$ cat src/rtl/uart_tx_fifo_if.sv
// uart_tx_fifo_if: CPU write port, FIFO status flags and UART-core start/ready handshake
interface uart_tx_fifo_if #(
    parameter int DEPTH = 8,
    parameter int WIDTH = 8
);
    logic                     wr_i;
    logic [WIDTH-1:0]         wdata_i;
    logic                     clr_ovf_i;
    logic                     full_o;
    logic                     empty_o;
    logic [$clog2(DEPTH):0]   level_o;
    logic                     overflow_o;
    logic                     busy_o;
    logic                     start_o;
    logic [WIDTH-1:0]         data_o;
    logic                     rdy_tx_i;

    modport slave (
        input  wr_i, wdata_i, clr_ovf_i, rdy_tx_i,
        output full_o, empty_o, level_o, overflow_o, busy_o, start_o, data_o
    );

    modport master (
        output wr_i, wdata_i, clr_ovf_i, rdy_tx_i,
        input  full_o, empty_o, level_o, overflow_o, busy_o, start_o, data_o
    );
endinterface

$ cat src/rtl/uart_tx_fifo.sv
// uart_tx_fifo: byte FIFO feeding a UART core, issuing one start pulse per byte paced on rdy_tx
module uart_tx_fifo #(
    parameter int DEPTH = 8,
    parameter int WIDTH = 8
) (
    input  logic          clk_i,
    input  logic          rst_i,
    uart_tx_fifo_if.slave bus
);
    localparam int AW = $clog2(DEPTH);
    localparam int LW = AW + 1;
    localparam logic [AW:0] LVL_FULL = DEPTH[AW:0];

    typedef enum logic [1:0] {IDLE, START, WAIT_BUSY, WAIT_DONE} state_e;

    state_e           state_q;
    logic [WIDTH-1:0] mem_q [DEPTH];
    logic [AW-1:0]    rd_q, wr_q;
    logic [AW:0]      level_q, level_d;
    logic             full_q, empty_q, ovf_q, start_q, busy_q;
    logic [WIDTH-1:0] data_q;
    logic             pop, push;

    // A pop frees a slot in the same cycle, so a write to a full FIFO is still accepted then
    assign pop  = state_q == IDLE && !empty_q && bus.rdy_tx_i;
    assign push = bus.wr_i && (!full_q || pop);

    always_comb level_d = level_q + LW'(push) - LW'(pop);

    always_ff @(posedge clk_i)
        if (push) mem_q[wr_q] <= bus.wdata_i;

    always_ff @(posedge clk_i or posedge rst_i) begin
        if (rst_i) begin
            state_q <= IDLE;
            rd_q    <= '0;
            wr_q    <= '0;
            level_q <= '0;
            full_q  <= 1'b0;
            empty_q <= 1'b1;
            ovf_q   <= 1'b0;
            start_q <= 1'b0;
            busy_q  <= 1'b0;
            data_q  <= '0;
        end else begin
            rd_q    <= rd_q + AW'(pop);
            wr_q    <= wr_q + AW'(push);
            level_q <= level_d;
            full_q  <= level_d == LVL_FULL;
            empty_q <= level_d == 0;
            ovf_q   <= (bus.wr_i && full_q && !pop) || (ovf_q && !bus.clr_ovf_i);
            start_q <= pop;
            case (state_q)
                IDLE: if (pop) begin
                    data_q  <= mem_q[rd_q];
                    busy_q  <= 1'b1;
                    state_q <= START;
                end
                START:     state_q <= WAIT_BUSY;
                WAIT_BUSY: if (!bus.rdy_tx_i) state_q <= WAIT_DONE;
                WAIT_DONE: if (bus.rdy_tx_i) begin
                    busy_q  <= 1'b0;
                    state_q <= IDLE;
                end
            endcase
        end
    end

    assign bus.full_o     = full_q;
    assign bus.empty_o    = empty_q;
    assign bus.level_o    = level_q;
    assign bus.overflow_o = ovf_q;
    assign bus.busy_o     = busy_q;
    assign bus.start_o    = start_q;
    assign bus.data_o     = data_q;
endmodule
$ cat src/flat_wrapper.sv
// flat-port wrapper written by rule: the top's interface ports become plain ports
module uart_tx_fifo_flat 
#(
    parameter int DEPTH = 8,
    parameter int WIDTH = 8
)
  (clk_i, rst_i, bus_wr_i, bus_wdata_i, bus_clr_ovf_i, bus_rdy_tx_i, bus_full_o, bus_empty_o, bus_level_o, bus_overflow_o, bus_busy_o, bus_start_o, bus_data_o);
  uart_tx_fifo_if #(.DEPTH(DEPTH), .WIDTH(WIDTH)) bus_i ();
  input  logic clk_i;
  input  logic rst_i;
  input wire logic [$bits(bus_i.wr_i)-1:0] bus_wr_i;
  input wire logic [$bits(bus_i.wdata_i)-1:0] bus_wdata_i;
  input wire logic [$bits(bus_i.clr_ovf_i)-1:0] bus_clr_ovf_i;
  input wire logic [$bits(bus_i.rdy_tx_i)-1:0] bus_rdy_tx_i;
  output wire logic [$bits(bus_i.full_o)-1:0] bus_full_o;
  output wire logic [$bits(bus_i.empty_o)-1:0] bus_empty_o;
  output wire logic [$bits(bus_i.level_o)-1:0] bus_level_o;
  output wire logic [$bits(bus_i.overflow_o)-1:0] bus_overflow_o;
  output wire logic [$bits(bus_i.busy_o)-1:0] bus_busy_o;
  output wire logic [$bits(bus_i.start_o)-1:0] bus_start_o;
  output wire logic [$bits(bus_i.data_o)-1:0] bus_data_o;
  assign bus_i.wr_i = bus_wr_i;
  assign bus_i.wdata_i = bus_wdata_i;
  assign bus_i.clr_ovf_i = bus_clr_ovf_i;
  assign bus_i.rdy_tx_i = bus_rdy_tx_i;
  assign bus_full_o = bus_i.full_o;
  assign bus_empty_o = bus_i.empty_o;
  assign bus_level_o = bus_i.level_o;
  assign bus_overflow_o = bus_i.overflow_o;
  assign bus_busy_o = bus_i.busy_o;
  assign bus_start_o = bus_i.start_o;
  assign bus_data_o = bus_i.data_o;
  uart_tx_fifo #(.DEPTH(DEPTH), .WIDTH(WIDTH)) u_core (.clk_i(clk_i), .rst_i(rst_i), .bus(bus_i));
endmodule
$ cat config.mk
export PLATFORM = sky130hd
export DESIGN_NAME = uart_tx_fifo_flat
export DESIGN_NICKNAME = d
export VERILOG_FILES = /design/src/rtl/uart_tx_fifo_if.sv /design/src/rtl/uart_tx_fifo.sv /design/src/flat_wrapper.sv
export SDC_FILE = /design/constraint.sdc
export NUM_CORES = 1
export LEC_CHECK = 0
export CAP_MARGIN = 15
export CELL_PAD_IN_SITES_DETAIL_PLACEMENT = 1
export CELL_PAD_IN_SITES_GLOBAL_PLACEMENT = 1
export CORE_MARGIN = 4
export CORE_UTILIZATION = 52
export DETAILED_ROUTE_END_ITERATION = 16
export PLACE_DENSITY = 0.92
export SETUP_SLACK_MARGIN = 0.2
export SLEW_MARGIN = 5
export SYNTH_ARGS = -nofsm -noshare
export SYNTH_HDL_FRONTEND = slang
export SYNTH_SLANG_ARGS = --single-unit
$ cat constraint.sdc
create_clock -name clk_i -period 5.5 [get_ports clk_i]
set_input_delay 1.1 -clock clk_i [delete_from_list [all_inputs] [get_ports clk_i]]
set_output_delay 1.1 -clock clk_i [all_outputs]
set_load 0.05 [all_outputs]
## Yosys cells after proc, flatten, opt, wreduce, memory -nomap -nowiden

Memory sizes are Yosys's and may differ from the RTL's. A register that Yosys moved wholly into a read port is not among the register bits.
Index checks and enable logic that the tools add are counted.

| operators by class | value |
|---|---|
| multiplexer cells | 9 |
| equality and inequality tests | 7 |
| reductions and logical operators | 18 |
| $add $sub $neg | 4 |

Operators with widths:

| operator | number |
|---|---|
| $pmux 2 s4 | 1 |
| $add 3x1->3 | 2 |
| $logic_and 1x1->1 | 6 |
| $mux 2 | 3 |
| $reduce_and 3->1 | 2 |
| $add 4x1->4 | 1 |
| $eq 2x2->1 const B | 2 |
| $eq 4x4->1 const B | 1 |
| $logic_not 1->1 | 4 |
| $logic_not 4->1 | 1 |
| $mux 1 | 4 |
| $ne 2x2->1 const B | 2 |
| $sub 4x1->4 | 1 |
| $eq 2x1->1 const B | 1 |
| $logic_not 2->1 | 1 |
| $logic_or 1x1->1 | 2 |
| $ne 2x1->1 const B | 1 |
| $pmux 1 s2 | 1 |
| $reduce_and 2->1 | 1 |
| $reduce_bool 2->1 | 1 |

| word-level totals | value |
|---|---|
| bits in registers | 17 |
| input bits | 13 |
| output and inout port bits | 17 |
| memories kept | 1 |
| word-level logic and storage cells | 48 |
| memory bits (writable) | 64 |

Memory list:

| name | words | bits a word | read ports | clocked after Yosys merged registers in | wr ports | line | RTL |
|---|---|---|---|---|---|---|---|
| u_core.mem_q | 8 | 8 | 1 | 1 | 1 | uart_tx_fifo.sv:17 | `logic [WIDTH-1:0] mem_q [DEPTH];` |

## Depth between registers and ports, before layout

| depth | value |
|---|---|
| depth in word-level cells | 8 |
| depth in mapped cells | 13 |
| mapped depth without buffers | 12 |

## Least setup slack after synthesis

No wires, ideal clock.

| timing path | value |
|---|---|
| path kind | input port to flip-flop |
| from | input port bus_rdy_tx_i |
| to | register u_core.full_q, in the netlist u_core.bus.full_o |
| library setup time | 0.073 ns |
| path buffers | 1 |
| stages | 11 |
| data required time | 5.427 ns |
| arrival | 3.235 ns |
| setup slack | 2.192 ns |
| path through | nand3b_1 -> clkbuf_1 -> inv_1 -> ha_1 -> inv_1 -> ha_1 -> inv_1 -> fa_1 -> inv_1 -> or3_1 -> nor2b_1 |

| on the way | value |
|---|---|
| longest elaborated chain between the ends | 6 |

Ends and longest elaborated chain:

| item | line | RTL |
|---|---|---|
| start, declared | flat_wrapper.sv:14 | `input wire logic [$bits(bus_i.rdy_tx_i)-1:0] bus_rdy_tx_i;` |
| $logic_and 1x1->1 (*) | uart_tx_fifo.sv:25 | `assign pop = state_q == IDLE && !empty_q && bus.rdy_tx_i;` |
| via u_core.pop | uart_tx_fifo.sv:22 | `logic pop, push;` |
| $logic_or 1x1->1 | uart_tx_fifo.sv:26 | `assign push = bus.wr_i && (!full_q \|\| pop);` |
| $logic_and 1x1->1 | uart_tx_fifo.sv:26 |  |
| $add 4x1->4 | uart_tx_fifo.sv:28 | `always_comb level_d = level_q + LW'(push) - LW'(pop);` |
| $sub 4x1->4 (*) | uart_tx_fifo.sv:28 |  |
| via u_core.level_d[1] | uart_tx_fifo.sv:19 | `logic [AW:0] level_q, level_d;` |
| $eq 4x4->1 (*) | uart_tx_fifo.sv:49 | `full_q <= level_d == LVL_FULL;` |
| end signal, assigned | uart_tx_fifo.sv:39 | `full_q <= 1'b0;` |
| end signal, assigned | uart_tx_fifo.sv:49 |  |
| end, declared | uart_tx_fifo.sv:20 | `logic full_q, empty_q, ovf_q, start_q, busy_q;` |

The timed path passes the listed nets; every way through them passes the cells marked *.
A chain may end at the register's enable or synchronous reset.

## Final worst setup path

Same ends and word-level chain as after synthesis.

==> results.py <==
metrics = {
    "status": {
        "outcome": "finished, final reports clean",
    },
    "sta": {
        "period_share_pct": 68.54,
        "finalSetupViolCount": 0,
        "finalCriticalPeriod_ps": 3770,
        "worst_pin_slew_ps": 1006,
        "max_freq_ghz": 0.2653,
        "slew_viol_final": 0,
        "skew_ps": 8.354,
        "slew_headroom_pct": 32.65,
        "tns_ps": 0,
        "rsz0062_at_grt": "no",
        "hold_viol": 0,
    },
    "clock_network": {
        "clk_path_buf_depth": 2,
        "cts_tree": "done",
        "clock-sinks": 89,
        "cts-htree-levels": 3,
        "cts_hold_buf": 0,
        "clkLatencyLatePin_ps": 370,
        "cts_root_buf": "clkbuf_8",
        "clk_pin_slew_ps": 80,
        "cts.repair.resized": 0,
        "postCtsSetupRepairBufs": 0,
        "cts_buffers": 9,
    },
    "die": {
        "fp.dieW_um": 91.46,
        "boundaryPins": 30,
        "core_area_mm2": 0.006794,
        "die_h_um": 91.46,
        "num_rows": 30,
        "start_util_pct": 53.31,
        "die_area_mm2": 0.008365,
    },
    "power_and_ir_drop": {
        "peakVddDrop_v": 0.0002251,
        "p_comb_share_pct": 41.4,
        "p_leak_nw": 1.561,
        "sw_frac_of_total_pct": 39.14,
        "clkPwrFrac_pct": 16.9,
        "p_total_w": 0.002325,
        "power.density_mw_per_mm2": 560.4,
        "seqPwrFrac_pct": 41.7,
        "p_sw_w": 0.0009098,
        "p_int_w": 0.001415,
    },
    "route": {
        "drtIter0Drc": 147,
        "drt-total-wl_um": 7503,
        "vias": 1994,
        "ant_nets": 0,
        "drtPass1Iterations": 4,
        "drc": 0,
        "wl_per_cell_um": 20.61,
        "routed_via_density": 5.478,
    },
    "global_route": {
        "grt_pass1_wl_um": 12110,
        "track_usage_pct": 19.89,
        "busiest_layer": "met2",
        "use_met2_pct": 33.05,
        "antenna_found_initial": 0,
        "met3_usage_pct": 3.894,
        "globalRouteOverflowTotal": 0,
        "grt_pass1_vias": 2159,
        "met1_usage_pct": 25.47,
        "grt_max_degree": 34,
    },
    "layout": {
        "drive_above_1_share_pct": 13.81,
        "antenna_cells": 0,
        "regArea_mm2": 0.002549,
        "final_cell_mix": "edfxtp_1 (64), clkdlybuf4s50_1 (29), dfrtp_1 (24)",
        "nNetsFinal": 289,
        "multi_input_area_um2": 954.7,
        "area_growth_pct": 14.51,
        "n_fill_cell": 656,
        "final_common_cell": "edfxtp_1",
        "postLayoutCellArea_mm2": 0.004148,
    },
    "logic_synthesis": {
        "syn_nets": 253,
        "yosysWarnings": 0,
        "synth_area_mm2": 0.003622,
        "synth_cell_types": 30,
        "yosys_register_bits": 89,
        "ys_seq_area_share_pct": 70.36,
        "synth_area_per_cell_um2": 15.96,
        "syn_inst": 227,
    },
    "worst_setup_path": {
        "cp.arrival_ps": 4060,
        "cp_max_fo": 19,
        "required_ps": 5790,
        "cp-end-kind": "flip-flop",
        "crit_type": "input pin to flip-flop",
        "cp-start-kind": "input pin",
    },
    "place": {
        "gp_congestion": 0.7270,
        "dp_hpwl_um": 5235,
        "post_dp_cell_area_mm2": 0.003966,
        "port_buffers": 29,
    },
    "worst_hold_path": {
        "hp-class": "flip-flop to flip-flop",
    },
    "run": {
        "maxCapViolCount": 0,
    },
}
[final timing paths]
check	from	depth (start not counted)	slack, ps	endpoint
worst min register to register	u_core.bus.data_o[0]	2	490	u_core.bus.data_o[0]
worst max-delay path	bus_rdy_tx_i	11	1730	u_core.bus.full_o
worst max register to register	u_core.state_q[0]	12	2290	u_core.bus.full_o
worst min-delay path	u_core.bus.data_o[0]	2	490	u_core.bus.data_o[0]
max in group asynchronous	rst_i	2	3700	u_core.bus.level_o[3]
min in group asynchronous	rst_i	2	1230	u_core.bus.data_o[3]
[state kept, by name, summed over array words and instances (netlist names)]
| name | flops |
|---|---|
| u_core.bus.busy_o | 1 |
| u_core.bus.start_o | 1 |
| u_core.bus.level_o | 4 |
| u_core.rd_q | 3 |
| u_core.mem_q | 64 |
| u_core.wr_q | 3 |
| u_core.bus.data_o | 8 |
| u_core.bus.empty_o | 1 |
| u_core.bus.overflow_o | 1 |
| u_core.bus.full_o | 1 |
| u_core.state_q | 2 |
[per-layer routing]
metal | up-vias | share of wire (%)
met2 | 40 | 53
li1 | 919 | -
met5 | - | 0
met3 | 9 | 2.8
met1 | 1026 | 43
met4 | 0 | 1.5
[layout make-up]
type	instances	area share (%)
sequential	89	61.45
multi-input combinational	119	23.02
timing repair buffer	32	7.421
clock buffer	10	3.077
tap	96	2.896
inverter	12	1.086
clock inverter	6	1.056
[through the flow]
stage | setup slack (ps) | utilization (%) | hold slack [ps] | instances
detailed placement | 1344 | 58.38 | 476.8 | 346
global route | 1444 | 61.05 | 529.9 | 364
floorplan | 2192 | - | 488.3 | 227
CTS | 1720 | 60.90 | 496.0 | 362
global placement | 1529 | 58.38 | 468.8 | 346
finish | 1730 | 61.05 | 488.0 | 364
[cells in the mapped netlist]
| cell | instances | area (um^2) |
|---|---|---|
| xor2_1 | 2 | 17.52 |
| dfstp_2 | 1 | 26.28 |
| o21ai_1 | 8 | 40.04 |
| dfrtp_1 | 24 | 600.6 |
| buf_6 | 2 | 22.52 |
| nand3b_1 | 1 | 7.510 |
| nor3_1 | 4 | 20.02 |
| nor2_1 | 8 | 30.03 |
| or3_1 | 1 | 6.260 |
| mux2i_1 | 16 | 160.2 |
| a221o_1 | 8 | 80.08 |
| a22o_1 | 1 | 8.760 |
| nand2b_1 | 5 | 31.28 |
| a21o_1 | 1 | 7.510 |
| xnor2_1 | 3 | 26.28 |
| nor2b_1 | 2 | 12.51 |
| o21ai_0 | 2 | 10.01 |
| o22ai_1 | 8 | 50.05 |
| buf_1 | 1 | 3.750 |
| mux2_2 | 17 | 191.4 |
| clkbuf_1 | 2 | 7.510 |
| buf_12 | 2 | 40.04 |
| ha_1 | 12 | 150.1 |
| fa_1 | 1 | 20.02 |
| a21boi_2 | 1 | 11.26 |
| edfxtp_1 | 64 | 1922 |
| nand3_1 | 1 | 5.000 |
| a21oi_1 | 4 | 20.02 |
| nand2_1 | 13 | 48.80 |
| inv_1 | 12 | 45.04 |
[power by group through the flow]
stage,combinational (W),sequential [W],clock [W]
after floorplan,0.000537,0.00114,0
after global placement,0.000912,0.000969,0
after detailed placement,0.000962,0.000986,0
after CTS,0.000971,0.000972,0.000403
after global routing,0.00104,0.000988,0.000439
final,0.000962,0.000970,0.000392
[cell families after synthesis]
family          after synthesis  synth area share [%]
compound gates               33                 6.287
mux                          33                 9.706
fa+ha+maj                    13                 4.698
xor+xnor                      5                 1.209
buf+inv                      19                 3.281
simple gates                 35                 4.456
flops                        89                 70.36
[critical path: stages]
cell	delay, ps
clkdlybuf4s50_1	550
nand3b_1	510
inv_1	300
ha_1	270
inv_1	60
ha_1	160
inv_1	50
fa_1	480
inv_1	50
or3_1	390
nor2b_1	140
Note: power is estimated with default switching activity, not from simulation.
